### src/rtl/pipe_ctrl_pkg.sv
// Shared types and constants for the pipeline stall/flush controller.
// Stage indices, the multi-cycle FSM encoding and the stall/bubble mask helpers.
package pipe_ctrl_pkg;

  localparam int STALL_W = 6;

  localparam int STG_PC  = 0;
  localparam int STG_IF  = 1;
  localparam int STG_ID  = 2;
  localparam int STG_EX  = 3;
  localparam int STG_MEM = 4;
  localparam int STG_WB  = 5;

  typedef logic [STALL_W-1:0] stall_bus_t;

  typedef enum logic [1:0] {
    MC_IDLE = 2'd0,
    MC_BUSY = 2'd1,
    MC_DONE = 2'd2
  } mc_state_e;

  // top == 0 means no stage is requesting a stall.
  function automatic stall_bus_t hold_mask(input logic [2:0] top);
    stall_bus_t m;
    m = '0;
    if (top != 3'd0) begin
      for (int i = 0; i < STALL_W; i++) m[i] = (i <= int'(top));
    end
    return m;
  endfunction

  function automatic stall_bus_t bubble_mask(input logic [2:0] top);
    stall_bus_t m;
    m = '0;
    if (top != 3'd0) m[int'(top) + 1] = 1'b1;
    return m;
  endfunction

endpackage

### src/rtl/pipe_ctrl_if.sv
// Request/response bundle between the pipeline stages and the stall/flush controller.
// master = pipeline side raising requests, slave = the controller.
interface pipe_ctrl_if #(
  parameter int CNT_W  = 6,
  parameter int PERF_W = 32
);
  import pipe_ctrl_pkg::*;

  logic              if_stall_req;
  logic              id_stall_req;
  logic              ex_mc_start;
  logic [CNT_W-1:0]  ex_mc_cycles;
  logic              mem_stall_req;
  logic              flush_req;

  stall_bus_t        stall;
  stall_bus_t        bubble;
  logic              flush;
  logic              ex_mc_busy;
  logic              ex_mc_done;
  logic [PERF_W-1:0] stall_cycles;

  modport master (
    output if_stall_req, id_stall_req, ex_mc_start, ex_mc_cycles, mem_stall_req, flush_req,
    input  stall, bubble, flush, ex_mc_busy, ex_mc_done, stall_cycles
  );

  modport slave (
    input  if_stall_req, id_stall_req, ex_mc_start, ex_mc_cycles, mem_stall_req, flush_req,
    output stall, bubble, flush, ex_mc_busy, ex_mc_done, stall_cycles
  );

endinterface

### src/rtl/pipe_ctrl_mc_timer.sv
// Latency down-counter for multi-cycle EX operations.
// Clear beats load beats decrement; decrement stops at zero.
module mc_timer #(
  parameter int CNT_W = 6
) (
  input  logic             clk,
  input  logic             rst,
  input  logic             clr_i,
  input  logic             load_i,
  input  logic [CNT_W-1:0] load_val_i,
  input  logic             dec_i,
  output logic             zero_o
);

  logic [CNT_W-1:0] cnt_q, cnt_d;

  always_comb begin
    cnt_d = cnt_q;
    if (clr_i)                       cnt_d = '0;
    else if (load_i)                 cnt_d = load_val_i;
    else if (dec_i && cnt_q != '0)   cnt_d = cnt_q - CNT_W'(1);
  end

  always_ff @(posedge clk) begin
    if (rst) cnt_q <= '0;
    else     cnt_q <= cnt_d;
  end

  assign zero_o = (cnt_q == '0);

endmodule

### src/rtl/pipe_ctrl.sv
// Central stall/flush controller: stall priority, NOP bubbles, flush broadcast,
// multi-cycle EX sequencing and a saturating stall-cycle counter.
//
// state   | meaning
// MC_IDLE | no multi-cycle op; a start pulse stalls EX and loads the timer
// MC_BUSY | op running; EX held while the timer is non-zero, done at zero
// MC_DONE | result valid but MEM is holding; wait for MEM to release
module pipe_ctrl #(
  parameter int CNT_W  = 6,
  parameter int PERF_W = 32
) (
  input  logic       clk,
  input  logic       rst,
  pipe_ctrl_if.slave bus
);
  import pipe_ctrl_pkg::*;

  mc_state_e         state_q, state_d;
  logic [PERF_W-1:0] perf_q, perf_d;

  logic              mc_start_ok;
  logic              tmr_zero;
  logic [CNT_W-1:0]  tmr_load_val;
  logic              ex_req;
  logic [2:0]        top_stg;

  stall_bus_t        stall_vec;
  stall_bus_t        bubble_vec;
  logic              flush_vec;
  logic              busy_vec;
  logic              done_vec;

  assign mc_start_ok  = bus.ex_mc_start && !bus.flush_req && (state_q == MC_IDLE);
  // Latency 0 behaves like latency 1: the start cycle alone covers it.
  assign tmr_load_val = (bus.ex_mc_cycles == '0) ? '0 : bus.ex_mc_cycles - CNT_W'(1);

  mc_timer #(.CNT_W(CNT_W)) u_mc_timer (
    .clk        (clk),
    .rst        (rst),
    .clr_i      (bus.flush_req),
    .load_i     (mc_start_ok),
    .load_val_i (tmr_load_val),
    .dec_i      (state_q == MC_BUSY),
    .zero_o     (tmr_zero)
  );

  always_ff @(posedge clk) begin
    if (rst) begin
      state_q <= MC_IDLE;
      perf_q  <= '0;
    end else begin
      state_q <= state_d;
      perf_q  <= perf_d;
    end
  end

  always_comb begin
    state_d = state_q;
    if (bus.flush_req) begin
      state_d = MC_IDLE;
    end else begin
      case (state_q)
        MC_IDLE: if (bus.ex_mc_start) state_d = MC_BUSY;
        MC_BUSY: if (tmr_zero)        state_d = bus.mem_stall_req ? MC_DONE : MC_IDLE;
        MC_DONE: if (!bus.mem_stall_req) state_d = MC_IDLE;
        default: state_d = MC_IDLE;
      endcase
    end
  end

  assign ex_req = mc_start_ok || (state_q == MC_BUSY && !tmr_zero);

  always_comb begin
    top_stg = 3'd0;
    if (bus.mem_stall_req)     top_stg = 3'(STG_MEM);
    else if (ex_req)           top_stg = 3'(STG_EX);
    else if (bus.id_stall_req) top_stg = 3'(STG_ID);
    else if (bus.if_stall_req) top_stg = 3'(STG_IF);

    stall_vec  = '0;
    bubble_vec = '0;
    flush_vec  = 1'b0;
    done_vec   = 1'b0;
    busy_vec   = 1'b0;
    if (!rst) begin
      busy_vec = (state_q != MC_IDLE);
      if (bus.flush_req) begin
        flush_vec = 1'b1;
      end else begin
        stall_vec  = hold_mask(top_stg);
        bubble_vec = bubble_mask(top_stg);
        done_vec   = (state_q == MC_BUSY && tmr_zero) || (state_q == MC_DONE);
      end
    end
  end

  assign perf_d = (stall_vec[STG_PC] && perf_q != {PERF_W{1'b1}}) ? perf_q + PERF_W'(1) : perf_q;

  assign bus.stall        = stall_vec;
  assign bus.bubble       = bubble_vec;
  assign bus.flush        = flush_vec;
  assign bus.ex_mc_busy   = busy_vec;
  assign bus.ex_mc_done   = done_vec;
  assign bus.stall_cycles = rst ? '0 : perf_q;

endmodule
### src/flat_wrapper.sv
// flat-port wrapper written by rule: the top's interface ports become plain ports
module pipe_ctrl_flat import pipe_ctrl_pkg::*;
#(
  parameter int CNT_W  = 6,
  parameter int PERF_W = 32
)
  (clk, rst, bus_if_stall_req, bus_id_stall_req, bus_ex_mc_start, bus_ex_mc_cycles, bus_mem_stall_req, bus_flush_req, bus_stall, bus_bubble, bus_flush, bus_ex_mc_busy, bus_ex_mc_done, bus_stall_cycles);
  pipe_ctrl_if #(.CNT_W(CNT_W), .PERF_W(PERF_W)) bus_i ();
  input  logic clk;
  input  logic rst;
  input wire logic [$bits(bus_i.if_stall_req)-1:0] bus_if_stall_req;
  input wire logic [$bits(bus_i.id_stall_req)-1:0] bus_id_stall_req;
  input wire logic [$bits(bus_i.ex_mc_start)-1:0] bus_ex_mc_start;
  input wire logic [$bits(bus_i.ex_mc_cycles)-1:0] bus_ex_mc_cycles;
  input wire logic [$bits(bus_i.mem_stall_req)-1:0] bus_mem_stall_req;
  input wire logic [$bits(bus_i.flush_req)-1:0] bus_flush_req;
  output wire logic [$bits(bus_i.stall)-1:0] bus_stall;
  output wire logic [$bits(bus_i.bubble)-1:0] bus_bubble;
  output wire logic [$bits(bus_i.flush)-1:0] bus_flush;
  output wire logic [$bits(bus_i.ex_mc_busy)-1:0] bus_ex_mc_busy;
  output wire logic [$bits(bus_i.ex_mc_done)-1:0] bus_ex_mc_done;
  output wire logic [$bits(bus_i.stall_cycles)-1:0] bus_stall_cycles;
  assign bus_i.if_stall_req = bus_if_stall_req;
  assign bus_i.id_stall_req = bus_id_stall_req;
  assign bus_i.ex_mc_start = bus_ex_mc_start;
  assign bus_i.ex_mc_cycles = bus_ex_mc_cycles;
  assign bus_i.mem_stall_req = bus_mem_stall_req;
  assign bus_i.flush_req = bus_flush_req;
  assign bus_stall = bus_i.stall;
  assign bus_bubble = bus_i.bubble;
  assign bus_flush = bus_i.flush;
  assign bus_ex_mc_busy = bus_i.ex_mc_busy;
  assign bus_ex_mc_done = bus_i.ex_mc_done;
  assign bus_stall_cycles = bus_i.stall_cycles;
  pipe_ctrl #(.CNT_W(CNT_W), .PERF_W(PERF_W)) u_core (.clk(clk), .rst(rst), .bus(bus_i));
endmodule
### config.mk
export PLATFORM = sky130hd
export DESIGN_NAME = pipe_ctrl_flat
export DESIGN_NICKNAME = d
export VERILOG_FILES = /design/src/rtl/pipe_ctrl_pkg.sv /design/src/rtl/pipe_ctrl_if.sv /design/src/rtl/pipe_ctrl_mc_timer.sv /design/src/rtl/pipe_ctrl.sv /design/src/flat_wrapper.sv
export SDC_FILE = /design/constraint.sdc
export NUM_CORES = 1
export LEC_CHECK = 0
export ABC_AREA = 1
export ABC_CLOCK_PERIOD_IN_PS = 5070
export BUFFER_PORTS_ARGS = -buffer_cell sky130_fd_sc_hd__buf_2
export CORE_ASPECT_RATIO = 1.4
export CORE_UTILIZATION = 40
export CTS_BUF_LIST = sky130_fd_sc_hd__clkbuf_4 sky130_fd_sc_hd__clkbuf_8
export CTS_CLUSTER_DIAMETER = 100
export CTS_CLUSTER_SIZE = 28
export DETAILED_ROUTE_END_ITERATION = 16
export GPL_TIMING_DRIVEN = 0
export HOLD_SLACK_MARGIN = 0.15
export PLACE_DENSITY = 0.72
export SLEW_MARGIN = 40
export SYNTH_ARGS = -nofsm -noshare
export SYNTH_HDL_FRONTEND = slang
export SYNTH_HIERARCHICAL = 1
export SYNTH_SLANG_ARGS = --single-unit
### constraint.sdc
create_clock -name clk -period 5.07 [get_ports clk]
set_input_delay 1.014 -clock clk [delete_from_list [all_inputs] [get_ports clk]]
set_output_delay 1.014 -clock clk [all_outputs]
set_load 0.005 [all_outputs]
# ---- After elaboration in Yosys (flattened, before gate mapping)
# Index checks and enable logic that the tools add are counted.
dict set report classes {
  n_addsub 4
  n_reduce_logical 20
  eq_ne 6
  n_lt_le_gt_ge 7
  n_mux 26
}
# op count
set ops {}
lappend ops {{$mux 6} 9}
lappend ops {{$add 32x1->32 const B} 1}
lappend ops {{$ge 32x1->1 const B} 1}
lappend ops {{$lt 32x5->1 const B} 1}
lappend ops {{$mux 32} 1}
lappend ops {{$ne 32x32->1 const B} 1}
lappend ops {{$logic_not 6->1} 2}
lappend ops {{$sub 6x1->6 const B} 2}
lappend ops {{$mux 3} 3}
lappend ops {{$mux 2} 4}
lappend ops {{$logic_and 1x1->1} 7}
lappend ops {{$mux 1} 7}
lappend ops {{$le 2x3->1 const A} 2}
lappend ops {{$le 3x3->1 const A} 2}
lappend ops {{$pmux 2 s3} 1}
lappend ops {{$reduce_bool 6->1} 1}
lappend ops {{$add 3x1->4 const B} 1}
lappend ops {{$ne 2x2->1 const B} 2}
lappend ops {{$reduce_bool 2->1} 2}
lappend ops {{$demux 1 s3} 1}
lappend ops {{$le 1x3->1 const A} 1}
lappend ops {{$reduce_and 3->1} 1}
lappend ops {{$reduce_bool 3->1} 1}
lappend ops {{$eq 2x1->1 const B} 1}
lappend ops {{6 further kinds} 8}
dict set report totals {
  input_bits 13
  out_inout_bits 47
  reg_bits 40
  word_cells 66
}

# ---- Depth between registers and ports, before layout
dict set report depth {
  ltp_word 14
  ltp_mapped 15
  depth_no_buf 15
}

# ---- By module
# Netlist, hierarchy kept.
# module cells_each seq_area_each_um2 area_per_inst_um2 instances
set by_module_without_submodules {}
lappend by_module_without_submodules {pipe_ctrl 488 680.7 2762.6 1}
lappend by_module_without_submodules {mc_timer 63 120.1 452.9 1}

# ---- Worst setup path before layout
# Ideal clock, no wire load.
dict set report synth_path {
  kind {input to output}
  from {input port bus_flush_req}
  to {output port bus_bubble[4]}
  t_arrival_ps 2620
  t_required_ps 4056
  setup_slack_ps 1436
  path_stages 11
  cell_sequence {inv_1 > nand3_1 > inv_1 > nor2_1 > nand2_1 > nand2_1 > ha_1 > a21oi_2 > buf_2 > inv_2 > nor4_1}
}
dict set report synth_via {
  elab_chain_cells 14
  elab_cells_between_ends 16
  cone_classes {add/sub (1); order compare (2); mux (7); reduce/logical (6)}
}
# item line_no
set synth_lines {}
lappend synth_lines {{from (decl)} flat_wrapper.sv:16} ;# input wire logic [$bits(bus_i.flush_req)-1:0] bus_flush_req;
lappend synth_lines {{$logic_not 1->1 *} pipe_ctrl.sv:33} ;# assign mc_start_ok = bus.ex_mc_start && !bus.flush_req && (state_q == MC_IDLE);
lappend synth_lines {{$logic_and 1x1->1 * (2 in series)} pipe_ctrl.sv:33}
lappend synth_lines {{named net u_core.mc_start_ok} pipe_ctrl.sv:21} ;# logic mc_start_ok;
lappend synth_lines {{$logic_or 1x1->1 *} pipe_ctrl.sv:71} ;# assign ex_req = mc_start_ok || (state_q == MC_BUSY && !tmr_zero);
lappend synth_lines {{$mux 3 *} pipe_ctrl.sv:76} ;# else if (ex_req) top_stg = 3'(STG_EX);
lappend synth_lines {{$mux 3 *} pipe_ctrl.sv:75} ;# if (bus.mem_stall_req) top_stg = 3'(STG_MEM);
lappend synth_lines {{$add 3x1->4} pipe_ctrl_pkg.sv:35} ;# if (top != 3'd0) m[int'(top) + 1] = 1'b1;
lappend synth_lines {{$ge 32x1->1 (implied by the code) / $lt 32x5->1 (equally long branches)} pipe_ctrl_pkg.sv:35}
lappend synth_lines {{$logic_and 1x1->1 (implied by the code)} pipe_ctrl_pkg.sv:35}
lappend synth_lines {{$mux 1 (implied by the code)} pipe_ctrl_pkg.sv:35}
lappend synth_lines {{$demux 1 s3} n/a}
lappend synth_lines {{$mux 6 *} pipe_ctrl_pkg.sv:35}
lappend synth_lines {{$mux 6 *} pipe_ctrl.sv:87} ;# if (bus.flush_req) begin
lappend synth_lines {{$mux 6 *} pipe_ctrl.sv:85} ;# if (!rst) begin
lappend synth_lines {{to (decl)} flat_wrapper.sv:18} ;# output wire logic [$bits(bus_i.bubble)-1:0] bus_bubble;
# Mark *: on every way through the listed nets, which the timed path passes. The rest lies on a longest branch.

# ---- Final worst setup path
# Same ends and word-level chain as after synthesis.

==> flow_summary.ini <==
[run_status]
status = completed

[setup_path]
crit_required_ns = 4.06
cp.arrival_ns = 3.02
cp_max_fo = 10
critPathTopFamily = buffers and inverters
crit_path_end_kind = output pin
crit_slowest_cell = buf_2
worstSetupPathType = input pin to output pin
cp_common_cell = buf_2
cp.buffers_inverters = 6
cp-start-kind = input pin
max_stage_delay_ns = 0.29
crit_path_cell_trace = buf_2, inv_1, nand3_1, inv_1, nor2_1, nand2_1, nand2_1, ha_1, a21oi_2, buf_2, inv_2, nor4_1, buf_2

[floorplanning]
rows = 38
initial_core_util = 0.4149
coreArea_um2 = 7750
die_w_um = 77.78
pin_count = 60
dieArea_um2 = 8406
die_h_um = 108.1

[global_routing]
antenna_found_initial = 0
grt_pass1_wl_um = 13970
grt_usage = 0.2075
overflow = 0
grt_max_degree = 14
first_global_vias = 3205

[job]
cap_violations = 0

[synth]
syn_area_um2 = 3216
synth_compound_area_frac = 0.07510
ys_warn_count = 6
synth_nets = 571
syn_area_per_cell_um2 = 5.836
synth_edf_count = 0
synth_top_family_by_area = simple AND/OR/NAND/NOR gates
yosys.area_share.simple = 0.4646
muxShareOfSynthArea = 0
synthFlopType = dfxtp_1
synth_xor_area_frac = 0.04903
synthArstFlopShare = 0
syn_inst = 551
ys_ff_latch = 40
synth_fa_ha_area_frac = 0.02724
yosysSeqAreaShare = 0.2490
synth.distinct_cells = 38

[sta]
clock_skew_ns = 0.01386
fmax_ghz = 0.2482
hold_viol = 0
max_slew.worst_pin.slew_ns = 0.7454
setup-violations-final = 0
slew_headroom = 0.5031
slew_viol_final = 0
fin_setup_tns_ns = 0
fin_crit_sh = 0.7948
post-route-min-period_ns = 4.030
rsz0062_at_grt = false

[clocking]
cts_root_buf = clkbuf_8
clkSinkCount = 40
path_clk_slew_ns = 0.08
cts-htree-levels = 2
cts_tree = done
cts_made_buffers = 5
postCtsSetupBuffers = 0
cts_resized = 0
cts_hold_buffers = 0
cts_buffer_depth = 2
clock_latency_ns = 0.31

[placement]
dp_hpwl_um = 6634
dpl-instance-area_um2 = 3631
gp_congestion = 0.9306
port_buffers = 58

[final_layout]
layout_commonest_cell = nand2_1
antenna_cells = 0
multiInputGateArea_um2 = 1984
layout_common_cells = nand2_1, nor2_1, inv_1
nFillCells = 811
seq_area_um2 = 800.8
area_growth_pct = 15.91
nNetsFinal = 636
fin_area_um2 = 3727
drive_above_1_share = 0.1734

[route]
vias = 3439
antenna_left = 0
drt_wl_total_um = 8308
first_pass_iters = 4
drc = 0
avgViaCountPerCell = 4.796
drt-initial-drc-count = 182
drt-wirelength-per-cell_um = 11.59

[power]
pwr_density_cell_nw_per_um2 = 176.9
swShare = 0.2914
worst_ir_drop_vdd_uv = 94.17
power_frac_clock = 0.356
share_seq_of_total_power = 0.488
p_int_mw = 0.4671
comb_power_share = 0.156
p_sw_mw = 0.1921
p_leak_nw = 1.735

[min_path]
hold_path.class = register to register
[final timing paths]
check / start / slack (ns) / endpoint / cells past startpoint
setup / recovery: bus_flush_req / 1.04 / bus_bubble[4] / 13
setup reg to reg: u_core/u_mc_timer/cnt_q[0] / 2.42 / u_core/perf_q[24] / 15
hold reg to reg: u_core/u_mc_timer/cnt_q[0] / 0.49 / u_core/u_mc_timer/cnt_q[0] / 2
hold / removal: u_core/u_mc_timer/cnt_q[0] / 0.49 / u_core/u_mc_timer/cnt_q[0] / 2
[registers in the layout, summed over array words and instances (netlist names)]
register	flops
u_core/perf_q	32
u_core/state_q	2
u_core/u_mc_timer/cnt_q	6
[per-stage QoR]
step / utilization / setup WS [ns] / std cells / total power, mW / hold slack, ns
after floorplan: - / 1.436 / 551 / 0.4030 / 0.4535
after global placement: 0.4685 / 1.031 / 709 / 0.4291 / 0.4658
after detailed placement: 0.4685 / 1.024 / 709 / 0.4318 / 0.4737
after CTS: 0.4809 / 1.010 / 717 / 0.6667 / 0.4869
after global routing: 0.4809 / 0.8317 / 717 / 0.6894 / 0.5041
final: 0.4809 / 1.040 / 717 / 0.6592 / 0.4861
[routing by layer]
metal | vias to the layer above | track usage | routed length (um)
li1 | 1800 | - | -
met1 | 1542 | 0.2257 | 3461
met2 | 87 | 0.3976 | 4265
met3 | 10 | 0.03544 | 438
met4 | 0 | 0.07412 | 142
met5 | - | 0 | 0
[power groups by stage]
| stage | Combinational [mW] | Sequential [mW] | Clock, mW |
|---|---|---|---|
| 2_1_floorplan | 0.0749 | 0.328 | 0 |
| 3_3_place_gp | 0.100 | 0.329 | 0 |
| 4_1_cts | 0.103 | 0.322 | 0.242 |
| 5_1_grt | 0.115 | 0.322 | 0.252 |
| 6_report | 0.103 | 0.322 | 0.235 |
| 3_5_place_dp | 0.103 | 0.329 | 0 |
[worst reg2reg max path: cells and delay by family, from the launching register on]
| kind | cells | cell delay, ns |
|---|---|---|
| adder cells (fa/ha/maj) | 2 | 0.48 |
| buffers and inverters | 3 | 0.46 |
| flip-flops | 1 | 0.37 |
| AO/OA/AOI/OAI | 1 | 0.28 |
| AND/OR/NAND/NOR | 9 | 1.01 |
[logic make-up (layout without fill, tap and decap cells)]
family / count (synthesis) / in the layout
compound gates: 38 / 38
fa+ha+maj: 7 / 7
other cells: 1 / 1
flops: 40 / 40
simple gates: 350 / 350
buf+inv: 97 / 163
xor+xnor: 18 / 18
[cell usage after synthesis, types with 4 or more instances]
library cell  count  area [um^2]
nor3_1            8        40.04
ha_1              7        87.58
a21oi_1          12        60.06
inv_1            76        285.3
a21oi_2          12        105.1
nand2_1         161        604.3
xor2_1           15        131.4
nor2_1          133        499.2
o21ai_0           8        40.04
nand2_4           4        45.04
dfxtp_1          40        800.8
clkbuf_1          5        18.77
nand4_1          10        62.56
nand3_1          21        105.1
[area by class of cell]
| type | instances | area share |
|---|---|---|
| well taps | 100 | 0.03357 |
| flip-flops and latches | 40 | 0.2148 |
| clock buffers | 6 | 0.02216 |
| plain buffers | 16 | 0.02988 |
| clock inverters | 2 | 0.003693 |
| repair buffers | 58 | 0.07788 |
| inverters | 81 | 0.08560 |
| multi-input cells | 414 | 0.5324 |
No activity file was read; power rests on OpenSTA's default activity.
